$ cat config.mk
export PLATFORM = sky130hd
export DESIGN_NAME = timer_bank
export DESIGN_NICKNAME = d
export VERILOG_FILES = /design/src/rtl/timer_pkg.sv /design/src/rtl/timer_channel.sv /design/src/rtl/timer_bank.sv
export SDC_FILE = /design/constraint.sdc
export NUM_CORES = 1
export LEC_CHECK = 0
export ABC_AREA = 1
export BUFFER_PORTS_ARGS = -buffer_cell sky130_fd_sc_hd__buf_4
export CAP_MARGIN = 25
export CORE_MARGIN = 3
export CORE_UTILIZATION = 37
export DETAILED_ROUTE_END_ITERATION = 12
export PLACE_DENSITY_LB_ADDON = 0.1
export REMOVE_ABC_BUFFERS = 1
export SYNTH_ARGS = -nofsm -noshare
export SYNTH_HDL_FRONTEND = slang
export SYNTH_SLANG_ARGS = --single-unit
$ cat constraint.sdc
create_clock -name clk_in -period 16.3 [get_ports clk_in]
set_input_delay 1.63 -clock clk_in [delete_from_list [all_inputs] [get_ports clk_in]]
set_output_delay 1.63 -clock clk_in [all_outputs]
set_load 0.02 [all_outputs]
$ cat src/rtl/timer_pkg.sv
// Shared definitions for the timer bank: mode encodings and the mode field width.
package timer_pkg;

  localparam int MODE_W = 2;

  typedef enum logic [MODE_W-1:0] {
    MODE_STOP     = 2'd0,
    MODE_ONESHOT  = 2'd1,
    MODE_PERIODIC = 2'd2,
    MODE_RSVD     = 2'd3
  } mode_t;

  // A channel is armed only by the two running modes; the reserved code acts as STOP.
  function automatic logic mode_runs(input mode_t m);
    return (m == MODE_ONESHOT) || (m == MODE_PERIODIC);
  endfunction

endpackage

$ cat src/rtl/timer_channel.sv
// One down-counting timer channel: counter, reload register, mode register,
// busy flag and a registered one-cycle tick.
module timer_channel
  import timer_pkg::*;
#(
  parameter int COUNT_WIDTH = 24
) (
  input  logic                   clk,
  input  logic                   rst,
  input  logic                   load,
  input  mode_t                  load_mode,
  input  logic [COUNT_WIDTH-1:0] load_value,
  input  logic                   advance,
  output logic                   busy,
  output logic                   tick
);

  logic [COUNT_WIDTH-1:0] count;
  logic [COUNT_WIDTH-1:0] reload;
  mode_t                  mode;

  // Load has priority over counting, so a write on the terminal edge suppresses the tick.
  always_ff @(posedge clk or posedge rst) begin
    if (rst) begin
      count  <= '0;
      reload <= '0;
      mode   <= MODE_STOP;
      busy   <= 1'b0;
      tick   <= 1'b0;
    end else if (load) begin
      count  <= load_value;
      reload <= load_value;
      mode   <= load_mode;
      busy   <= mode_runs(load_mode);
      tick   <= 1'b0;
    end else if (busy && advance) begin
      if (count != '0) begin
        count <= count - COUNT_WIDTH'(1);
        tick  <= 1'b0;
      end else begin
        tick <= 1'b1;
        if (mode == MODE_PERIODIC) begin
          count <= reload;
        end else begin
          busy <= 1'b0;
        end
      end
    end else begin
      tick <= 1'b0;
    end
  end

endmodule

$ cat src/rtl/timer_bank.sv
// Bank of NUM_CHANNELS programmable down-counting timers with a shared
// single-cycle configuration write port.
// Optional feature: define TIMER_PRESCALE_EN to build a shared prescaler so
// counters advance once every PRESCALE clocks.
module timer_bank
  import timer_pkg::*;
#(
  parameter int NUM_CHANNELS = 4,
  parameter int COUNT_WIDTH  = 24,
  parameter int CHAN_WIDTH   = 2,
  parameter int PRESCALE     = 8
) (
  input  logic                    clk_in,
  input  logic                    reset_in,
  input  logic [CHAN_WIDTH-1:0]   cfgChan_in,
  input  logic [MODE_W-1:0]       cfgMode_in,
  input  logic [COUNT_WIDTH-1:0]  cfgData_in,
  input  logic                    cfgWrite_in,
  input  logic [NUM_CHANNELS-1:0] en_in,
  output logic [NUM_CHANNELS-1:0] busy_out,
  output logic [NUM_CHANNELS-1:0] tick_out
);

  logic strobe;

`ifdef TIMER_PRESCALE_EN
  localparam int PRE_W = (PRESCALE > 1) ? $clog2(PRESCALE) : 1;

  logic [PRE_W-1:0] pre_cnt;

  // Strobe on the edge where the prescaler wraps back to zero.
  assign strobe = (pre_cnt == PRE_W'(PRESCALE - 1));

  // Free-running prescaler; writes never disturb it.
  always_ff @(posedge clk_in or posedge reset_in) begin
    if (reset_in) begin
      pre_cnt <= '0;
    end else if (strobe) begin
      pre_cnt <= '0;
    end else begin
      pre_cnt <= pre_cnt + PRE_W'(1);
    end
  end
`else
  // No prescaler: every enabled edge advances (PRESCALE is always >= 1).
  assign strobe = (PRESCALE != 0);
`endif

  for (genvar c = 0; c < NUM_CHANNELS; c++) begin : g_chan
    logic load;

    // Channel select values with no matching channel simply decode to nothing.
    assign load = cfgWrite_in && (cfgChan_in == CHAN_WIDTH'(c));

    timer_channel #(
      .COUNT_WIDTH(COUNT_WIDTH)
    ) u_chan (
      .clk       (clk_in),
      .rst       (reset_in),
      .load      (load),
      .load_mode (mode_t'(cfgMode_in)),
      .load_value(cfgData_in),
      .advance   (en_in[c] & strobe),
      .busy      (busy_out[c]),
      .tick      (tick_out[c])
    );
  end

endmodule

# Word level (Yosys, flattened, before mapping)

Index checks and enable logic that the tools add are counted.

Flip-flop bits (word level): 208
Word-level logic and storage cells: 115
Output and inout bits: 8

Reductions and logical operators: 30
Equality and inequality tests: 17
Mux-type cells: 44
Add/sub/neg operators: 4

Operator list:

| cell                                                 | count |
|---|---|
| two-way mux 24 bit                                   | 16 |
| nonzero test 24 bit                                  | 4 |
| subtractor 24 x 1 -> 24 bit (second input constant)  | 4 |
| two-way mux 1 bit                                    | 28 |
| != test 2 bit (second input constant)                | 8 |
| equality test 2 bit (second input constant)          | 7 |
| AND reduction 3 bit                                  | 4 |
| nonzero test 3 bit                                   | 4 |
| logical AND 1 bit                                    | 8 |
| AND reduction 2 bit                                  | 4 |
| nonzero test 2 bit                                   | 4 |
| equality test 2 x 1 -> 1 bit (second input constant) | 2 |
| zero test 2 bit                                      | 1 |
| logical OR 1 bit                                     | 1 |

# Logic depth before layout (Yosys ltp)

Gate-level depths: netlist of the first run.

Depth after elaboration: 5
Gate-level depth with buffers: 12

# Modules after synthesis

A second synthesis of the first run with hierarchy kept.

Cell total of the unflattened synthesis: 1,896
Area, all modules: 12,854.8 um2

Modules (own cells, without submodules):

| module                                | cells each | times used | area each (um2) |
|---|---|---|---|
| timer_channel at g_chan[2].u_chan ... | 471        | 2          | 3,221.8 |
| timer_channel at g_chan[0].u_chan ... | 473        | 2          | 3,190.6 |
| timer_bank                            | 8          | 1          | 30.0 |

# Worst setup path before layout of the first run

No wires, ideal clock.

Kind: in2reg
Start point: input port cfgWrite_in
End point: register g_chan[0].u_chan.busy
Library setup time: 0.136 ns
Path slack: 13.605 ns
Stages: 7
Required time: 16.164 ns
Data arrival time: 2.559 ns
Cell sequence: inv_1 nor3_2 inv_2 buf_2 clkbuf_1 nand3_1 o21ai_0

Cells in the longest elaborated chain, start to end: 3

RTL lines:

| item                                                          | line                | RTL |
|---|---|---|
| from (decl)                                                   | timer_bank.sv:18    | `input logic cfgWrite_in,` |
| logical AND 1 bit (*)                                         | timer_bank.sv:53    | `assign load = cfgWrite_in && (cfgChan_in == CHAN_WIDTH'(c));` |
| != test 2 bit (no line) or nonzero test 2 bit (tied branches) | --                  |  |
| AND reduction 3 bit (no line)                                 | --                  |  |
| to (signal assigned)                                          | timer_channel.sv:34 | `busy <= mode_runs(load_mode);` |
| to (decl)                                                     | timer_channel.sv:14 | `output logic busy,` |

Every way passes the cells marked *; elsewhere a longest branch is shown, timed or not.
A chain may end at the register's enable or synchronous reset.

# Worst setup path in the final report of the first run

Start point: input port cfgWrite_in
End point: register g_chan[0].u_chan.count[3]

Cells in the longest elaborated chain, start to end: 3

RTL lines:

| item                                                               | line                | RTL |
|---|---|---|
| logical AND 1 bit (*)                                              | timer_bank.sv:53    |  |
| nonzero test 3 bit (no line) or nonzero test 2 bit (tied branches) | --                  |  |
| AND reduction 2 bit (no line)                                      | --                  |  |
| to (signal assigned)                                               | timer_channel.sv:31 | `count <= load_value;` |
| to (signal assigned)                                               | timer_channel.sv:38 | `count <= count - COUNT_WIDTH'(1);` |
| to (signal assigned)                                               | timer_channel.sv:43 | `count <= reload;` |
| to (decl)                                                          | timer_channel.sv:18 | `logic [COUNT_WIDTH-1:0] count;` |

Marks and branches as above.

==> key figures, run 1 <==
Outcome
  • Status: finished, final reports clean

Clock tree
  • Clock H-tree levels: 1
  • Post-CTS Setup Repair Bufs: 0
  • # hold bufs at CTS: 0
  • Clock sinks: approximately 210
  • Post-CTS Resized: 0
  • Clk Tree Root Cell: clkbuf_16
  • CTS clock-pin slew for the worst setup and hold paths: 0.06 ns
  • Total CTS buffers: 26
  • CTS tree: yes
  • Clock buffer depth: 3
  • Clk_lat worst skew: 0.54 ns

Floorplanning
  • Site row count: 66
  • Core Region: between 30000 and 40000 um2
  • I/O pin total: 43
  • Die area: around 36000 um2
  • Die Y: 189 um
  • Initial Util: 37.8%
  • Die W: ~190 um

STA
  • Worst rel slew slack: 36.4%
  • Final setup viols: 0
  • Final Slew Violations: 0
  • Final hold viol count: 0
  • Crit share post-route: 22.6%
  • Clock Skew: 0.0125 ns
  • Setup TNS: 0 ns
  • Post-route setup slack: 12.62 ns
  • Fmax: 272 MHz
  • Tmin final: ~3.7 ns
  • Worst-Margin Slew: about 0.95 ns
  • RSZ-0062 raised after global routing: false

Detailed routing
  • Vias: 11465
  • Vias per std cell: 5.02
  • Routed WL per cell: 16.7 um
  • First drt pass iteration count: 6
  • Drt total wl: approximately 38000 um
  • Post-route ant nets: 0
  • DRC Markers: 0
  • Initial DRC count: 747

Global routing
  • Initial antenna violation count: 0
  • Total Routing Usage GR: a little over a fifth
  • Vias in the first global route: between 10000 and 15000
  • First-pass GRT wire length: 62000 um
  • Largest net degree at the start of global routing: 87
  • Total grt overflow: 0

Logic synthesis
  • Post-Syn Instances: approximately 1800
  • Synth unique cells: 37
  • Post-synth top flop: dfrtp_1
  • Sequential cell area fraction in the yosys report: 42.0%
  • Syn avg cell area: just under 7 um2
  • Share of flip-flops with an asynchronous set or reset: 100%
  • Synth warn: 0
  • FF+latch count, synth: 208
  • Mapped Area: 12400 um2
  • Post-synth EDFFs: 0

Placed design
  • DP HPWL: 26200 um
  • Pre-CTS setup slack: about 12 ns
  • Cell Area, Placed: 13000 um2
  • Final GP Congestion: 0.860
  • IO Port Bufs: 42

Power
  • Power Dens Cells: 150 nW/um2
  • Leakage: 7.21 nW
  • VDD IR-drop max: roughly 0.000089 V

Setup path
  • Setup crit start kind: primary input
  • Crit end category: register
  • Crit path max-delay family: buffers and inverters
  • Worst reg2reg path depth: 8
  • Worst r2r src: g_chan[0].u_chan.count[13]$_DFFE_PP0P_
  • Worst Path Max Fanout: 53
  • Worst r2r dst: g_chan[0].u_chan.count[3]$_DFFE_PP0P_
  • Critical path type: primary input to register
  • CP Cell Sequence: buf_4 > inv_1 > nor3_2 > buf_4 > inv_2 > nand2_1 > o21ai_4 > inv_1 > o21ai_0 > nand2_1
  • CP Data Arrival Time: about 4.1 ns
  • Slowest stage cell on the critical path: o21ai_4
  • Slowest stage delay, CP: 0.68 ns
  • Required @ worst endpoint: approximately 17 ns
  • R2R setup slack: 13.50 ns
  • WP buf/inv: 5

Final layout
  • Ant. Diodes: 0
  • Post-layout util: 42.4%
  • Layout area overhead: 12.1%
  • Fill cells: around 3500
  • Fin nets: 1866
  • Design area: approximately 14000 um2
  • Share of cells above drive strength 1: under 10%

Worst hold path
  • Hold Path Cell Cnt: 2
  • Worst Hold End: g_chan[0].u_chan.reload[3]$_DFFE_PP0P_
  • Min-delay src: g_chan[0].u_chan.reload[3]$_DFFE_PP0P_
  • Worst Hold Class: register to register

Job
  • Max_cap viols: 0
## per-stage QoR
stage          std cells  total power, mW  hold slack (ns)
2_1_floorplan       1744             1.30            0.432
3_3_place_gp        2235             1.49            0.444
3_5_place_dp        2237             1.50            0.449
4_1_cts             2284             2.10            0.463
5_1_grt             2284             2.27            0.489
6_report            2284             2.08            0.463
## flip-flops by register name, indices dropped and copies added (netlist names)
name                  flops
g_chan.u_chan.count      96
g_chan.u_chan.reload     96
g_chan.u_chan.mode        8
g_chan.u_chan.busy        4
g_chan.u_chan.tick        4
## routing by layer
layer	GRT usage, %	part of all wire, %	vias up
li1	-	-	5764
met1	30.6	48	5417
met4	4.64	1.8	0
met2	35.9	46	242
met5	0	0	-
met3	2.81	4.9	42
## cell families after synthesis
logic type	after synthesis	share of synthesized area, %
AOI/OAI and AO/OA	220	9.89
xor gates and xnor gates	15	1.06
adders and majority gates	8	0.808
buffers and inverters	266	8.92
DFF	208	42.0
and+or+nand+nor	1087	37.3
## cell usage after synthesis (3+ instances only)
master / number / area, um2
nand2_1: 544 / 2040
nor2_1: 265 / 995
dfrtp_1: 208 / 5200
nand3_1: 200 / 1000
inv_1: 196 / 736
o21ai_0: 122 / 611
a21oi_1: 56 / 280
o21bai_1: 30 / 225
nand4_1: 23 / 144
clkbuf_1: 22 / 82.6
buf_2: 19 / 95.1
buf_4: 15 / 113
nand2_2: 13 / 81.3
xor2_1: 13 / 114
nor2_2: 11 / 68.8
ha_1: 8 / 100
inv_2: 8 / 30.0
nand3_2: 8 / 80.1
nor3_1: 6 / 30.0
a21boi_0: 5 / 37.5
nor2_4: 5 / 56.3
nand3b_1: 3 / 22.5
## cells in the final DEF, fill, tap and decap left out, types with 2 or more instances in the layout
| cell | Yosys | layout |
|---|---|---|
| a21oi_1 | 56 | 56 |
| nand2_4 | 2 | 2 |
| or2_2 | 2 | 2 |
| nand2_1 | 544 | 544 |
| nand3_1 | 200 | 200 |
| nor3_1 | 6 | 6 |
| buf_4 | 15 | 49 |
| clkbuf_16 | 0 | 27 |
| buf_8 | 0 | 2 |
| nor2_1 | 265 | 265 |
| nor2_4 | 5 | 5 |
| xnor2_1 | 2 | 2 |
| o21bai_1 | 30 | 30 |
| o21ai_0 | 122 | 122 |
| bufinv_16 | 0 | 2 |
| inv_1 | 196 | 195 |
| o21ai_2 | 2 | 2 |
| ha_1 | 8 | 8 |
| clkinv_2 | 0 | 7 |
| nand4_1 | 23 | 23 |
| clkbuf_1 | 22 | 6 |
| clkbuf_8 | 0 | 5 |
| o21ai_1 | 2 | 2 |
| nand3_2 | 8 | 8 |
| a21boi_0 | 5 | 5 |
| nor2_2 | 11 | 11 |
| inv_2 | 8 | 8 |
| xor2_1 | 13 | 13 |
| dfrtp_1 | 208 | 208 |
| nor3_4 | 2 | 3 |
| nand2_2 | 13 | 13 |
| o21ai_4 | 2 | 2 |
| nand3b_1 | 3 | 3 |
## worst max-delay path by stage
stage                      from                                    end  slack, ns  depth (start not counted)
floorplan              reset_in      g_chan[0].u_chan.busy$_DFFE_PP0P_       8.99                          1
global placement    cfgWrite_in  g_chan[1].u_chan.count[8]$_DFFE_PP0P_      12.07                         10
detailed placement  cfgWrite_in  g_chan[0].u_chan.count[3]$_DFFE_PP0P_      12.07                         10
CTS                 cfgWrite_in  g_chan[0].u_chan.count[3]$_DFFE_PP0P_      12.64                         10
global route        cfgWrite_in  g_chan[0].u_chan.count[7]$_DFFE_PP0P_      12.42                          9
finish              cfgWrite_in  g_chan[0].u_chan.count[3]$_DFFE_PP0P_      12.62                         10
## tightest hold or removal path, stage by stage, from the launching register on
cell and delay [ns]:
dfrtp_1 0.32, nand2_1 0.06, nand2_1 0.05
## power breakdown
group	internal, mW	switching, mW
sequential	0.648	0.133
combinational	0.244	0.472
clock	0.355	0.231
total	1.25	0.836
## cell type report
cell class                 count  area (um2)  area share [%]
inverter                     206         783            5.64
tap                          442         553            3.98
sequential                   208        5200            37.5
clock buffer                  38         767            5.52
timing repair buffer          51         398            2.86
clock inverter                 9        95.1           0.685
multi-input combinational   1330        6090            43.8
Power figures use the tool's default switching activity.
==> run 2: changes to the inputs <==
clock period = 3.5 ns   (was 16.3 ns; I/O delays follow)
==> run 2 against run 1 <==
Net effect:
- clock power grew to 5.0 times the previous value
- via count grew 0.91%
- hold slack lost 0.36 ns
- die area is the same
- final cell count grew 0.66%
- final area grew 1.4%
- global-route usage grew 0.42 points
- largest cell class unchanged
==> key figures, run 2 (synthesized netlist as in run 1, its figures left out) <==
Outcome
  • Status: finished, final reports clean

STA
  • Worst-Margin Slew: 0.834 ns (-0.120 ns)
  • RSZ-0062 raised after global routing: false
  • Fmax: 425 MHz
  • Crit share post-route: 67.3%
  • Tmin final: between 2 and 2.5 ns
  • Clock Skew: 0.00996 ns (-0.00251 ns)
  • Final Slew Violations: 0 (unchanged)
  • Worst rel slew slack: 44.2% (+7.8 points)
  • Post-route setup slack: 1.15 ns (-11.47 ns)
  • Final hold viol count: 0 (unchanged)
  • Final setup viols: 0 (unchanged)

Setup path
  • Crit end category: register
  • Crit path top cell by count: nand2_1
  • Setup crit start kind: register
  • WP buf/inv: 2 (-3)
  • R2R setup slack: 1.15 ns (-12.35 ns)
  • CP Data Arrival Time: 2.82 ns (-1.29 ns)
  • Critical path type: register to register
  • Crit path from: g_chan[2].u_chan.count[0]$_DFFE_PP0P_
  • Worst r2r src: g_chan[2].u_chan.count[0]$_DFFE_PP0P_
  • Required @ worst endpoint: 3.97 ns (-12.75 ns)
  • Crit path max-delay family: compound AO/OA/AOI/OAI gates
  • Worst Path Max Fanout: 19 (-64%)
  • Slowest stage cell on the critical path: o21ai_4
  • CP Cell Sequence: inv_1 > ha_1 > nand2_1 > nor2_1 > nand3_2 > o21ai_4 > buf_4 > a21oi_1 > nand2_1
  • Slowest stage delay, CP: 0.57 ns (-0.11 ns)

Clock tree
  • Clk_lat worst skew: 0.53 ns (about the same)
  • Post-CTS Setup Repair Bufs: 0 (unchanged)
  • Clock H-tree levels: 1 (unchanged)
  • Clock sinks: 208 (unchanged)
  • CTS tree: yes
  • Clock buffer depth: 3 (unchanged)
  • Total CTS buffers: 26 (unchanged)
  • Clk Tree Root Cell: clkbuf_16
  • Post-CTS Resized: 0 (unchanged)
  • # hold bufs at CTS: 1 (+1)
  • CTS clock-pin slew for the worst setup and hold paths: 0.06 ns (about the same)

Detailed routing
  • Initial DRC count: 639 (-14%)
  • Post-route ant nets: 0 (unchanged)
  • Vias per std cell: 5.03 (+0.25%)
  • DRC Markers: 0 (unchanged)
  • Routed WL per cell: 16.9 um (+1.3%)
  • Vias: 11569 (+0.91%)
  • Drt total wl: 38900 um (+2.0%)
  • First drt pass iteration count: 5 (-1)

Placed design
  • DP HPWL: 27100 um (+3.2%)
  • Final GP Congestion: 0.870 (+1.2%)
  • Post-Place Cells: 2249 (+0.54%)
  • IO Port Bufs: 42 (unchanged)
  • Pre-CTS setup slack: 1.20 ns (-10.87 ns)

Power
  • VDD IR-drop max: 0.000482 V (+440%)
  • Power Dens Cells: 706 nW/um2 (+370%)
  • Leakage: 7.31 nW (+1.4%)

Final layout
  • Top Registers: g_chan.u_chan.count (96), g_chan.u_chan.reload (96), g_chan.u_chan.mode (8)
  • Share of cells above drive strength 1: 9.21% (+0.91 points)
  • Commonest non-fill, non-tap cell in the layout: nand2_1
  • Layout area overhead: 13.6%
  • Non-filler cells, final: 2299 (+0.66%)
  • Most frequent cells in the layout: nand2_1 (544), nor2_1 (265), dfrtp_1 (208), nand3_1 (200), inv_1 (195)
  • Fin nets: 1880 (+0.75%)

Floorplanning
  • I/O pin total: 43 (unchanged)
  • Initial Util: 37.8% (unchanged)
  • Site row count: 66 (unchanged)
  • Die area: 35700 um2 (unchanged)
  • Core Region: 32800 um2 (unchanged)
  • Die Y: 189 um (unchanged)
  • Die W: 189 um (unchanged)

Worst hold path
  • Min-delay src: cfgMode_in[1]
  • Worst Hold Class: primary input to register

Global routing
  • Vias in the first global route: 11349 (+1.7%)
  • Total Routing Usage GR: 22.1% (+0.42 points)
  • Initial antenna violation count: 0 (unchanged)
  • Largest net degree at the start of global routing: 95 (+9.2%)
  • First-pass GRT wire length: 62800 um (+1.3%)
  • Total grt overflow: 0 (unchanged)

Job
  • Max_cap viols: 0 (unchanged)
-- run 2: cell types whose count changed in the layout (fill, tap and decap cells not counted), sizes merged --
cell / previous run / this run
buf: 51 / 64
bufinv: 2 / 4
clkbuf: 38 / 36
clkinv: 8 / 7
clkinvlp: 0 / 1
diode: 0 / 1
dlygate4sd3: 0 / 1
-- run 2: worst reg2reg max path: cells and delay by family (launching register included) --
kind | cells | cell delay [ns]
adders and majority gates | 1 | 0.23
and+or+nand+nor | 4 | 0.60
buffers and inverters | 2 | 0.41
DFF | 1 | 0.40
AOI/OAI and AO/OA | 2 | 0.65
-- run 2: metrics by stage --
| stage | TNS, ns | hold WS (ns) | utilization [%] | power [mW] | instance area, um2 |
|---|---|---|---|---|---|
| 3_5_place_dp | 0 | 0.452 | 40.0 | 7.01 | 13100 |
| 4_1_cts | 0 | 0.0806 | 42.9 | 10.0 | 14100 |
| 2_1_floorplan | -526.41 | 0.432 | - | 6.07 | 12100 |
| 3_3_place_gp | 0 | 0.446 | 40.0 | 6.98 | 13100 |
| 6_report | 0 | 0.102 | 43.0 | 9.94 | 14100 |
| 5_1_grt | 0 | 0.108 | 42.9 | 10.8 | 14100 |
-- run 2: layout make-up --
| type | instances | area (um2) |
|---|---|---|
| Clock buffer | 36 | 790 |
| Sequential cell | 208 | 5200 |
| Multi-Input combinational cell | 1330 | 6090 |
| Timing Repair Buffer | 65 | 503 |
| Tap cell | 442 | 553 |
| Antenna cell | 1 | 2.50 |
| Clock inverter | 11 | 158 |
| Inverter | 206 | 783 |
| Fill cell | 3510 | 18700 |
-- run 2: worst paths after layout --
path,endpoint,cells past startpoint
min in group asynchronous,g_chan[0].u_chan.reload[18]$_DFFE_PP0P_,3
setup reg to reg,g_chan[2].u_chan.count[18]$_DFFE_PP0P_,9
setup / recovery,g_chan[2].u_chan.count[18]$_DFFE_PP0P_,9
hold / removal,g_chan[3].u_chan.mode[1]$_DFFE_PP0P_,3
max in group asynchronous,g_chan[0].u_chan.count[1]$_DFFE_PP0P_,4
hold reg to reg,g_chan[0].u_chan.reload[3]$_DFFE_PP0P_,2
-- run 2: per-layer routing --
layer | wire length, um | global-route usage [%]
met1 | 18500 | 31.2
met2 | 17900 | 36.8
met3 | 1670 | 2.31
met4 | 810 | 4.98
met5 | 0 | 0
-- run 2: power by group --
| part | switching, mW | internal (mW) | leakage [nW] |
|---|---|---|---|
| registers | 0.594 | 3.02 | 2.61 |
| logic | 2.24 | 1.15 | 4.23 |
| clock network | 1.08 | 1.86 | 0.472 |
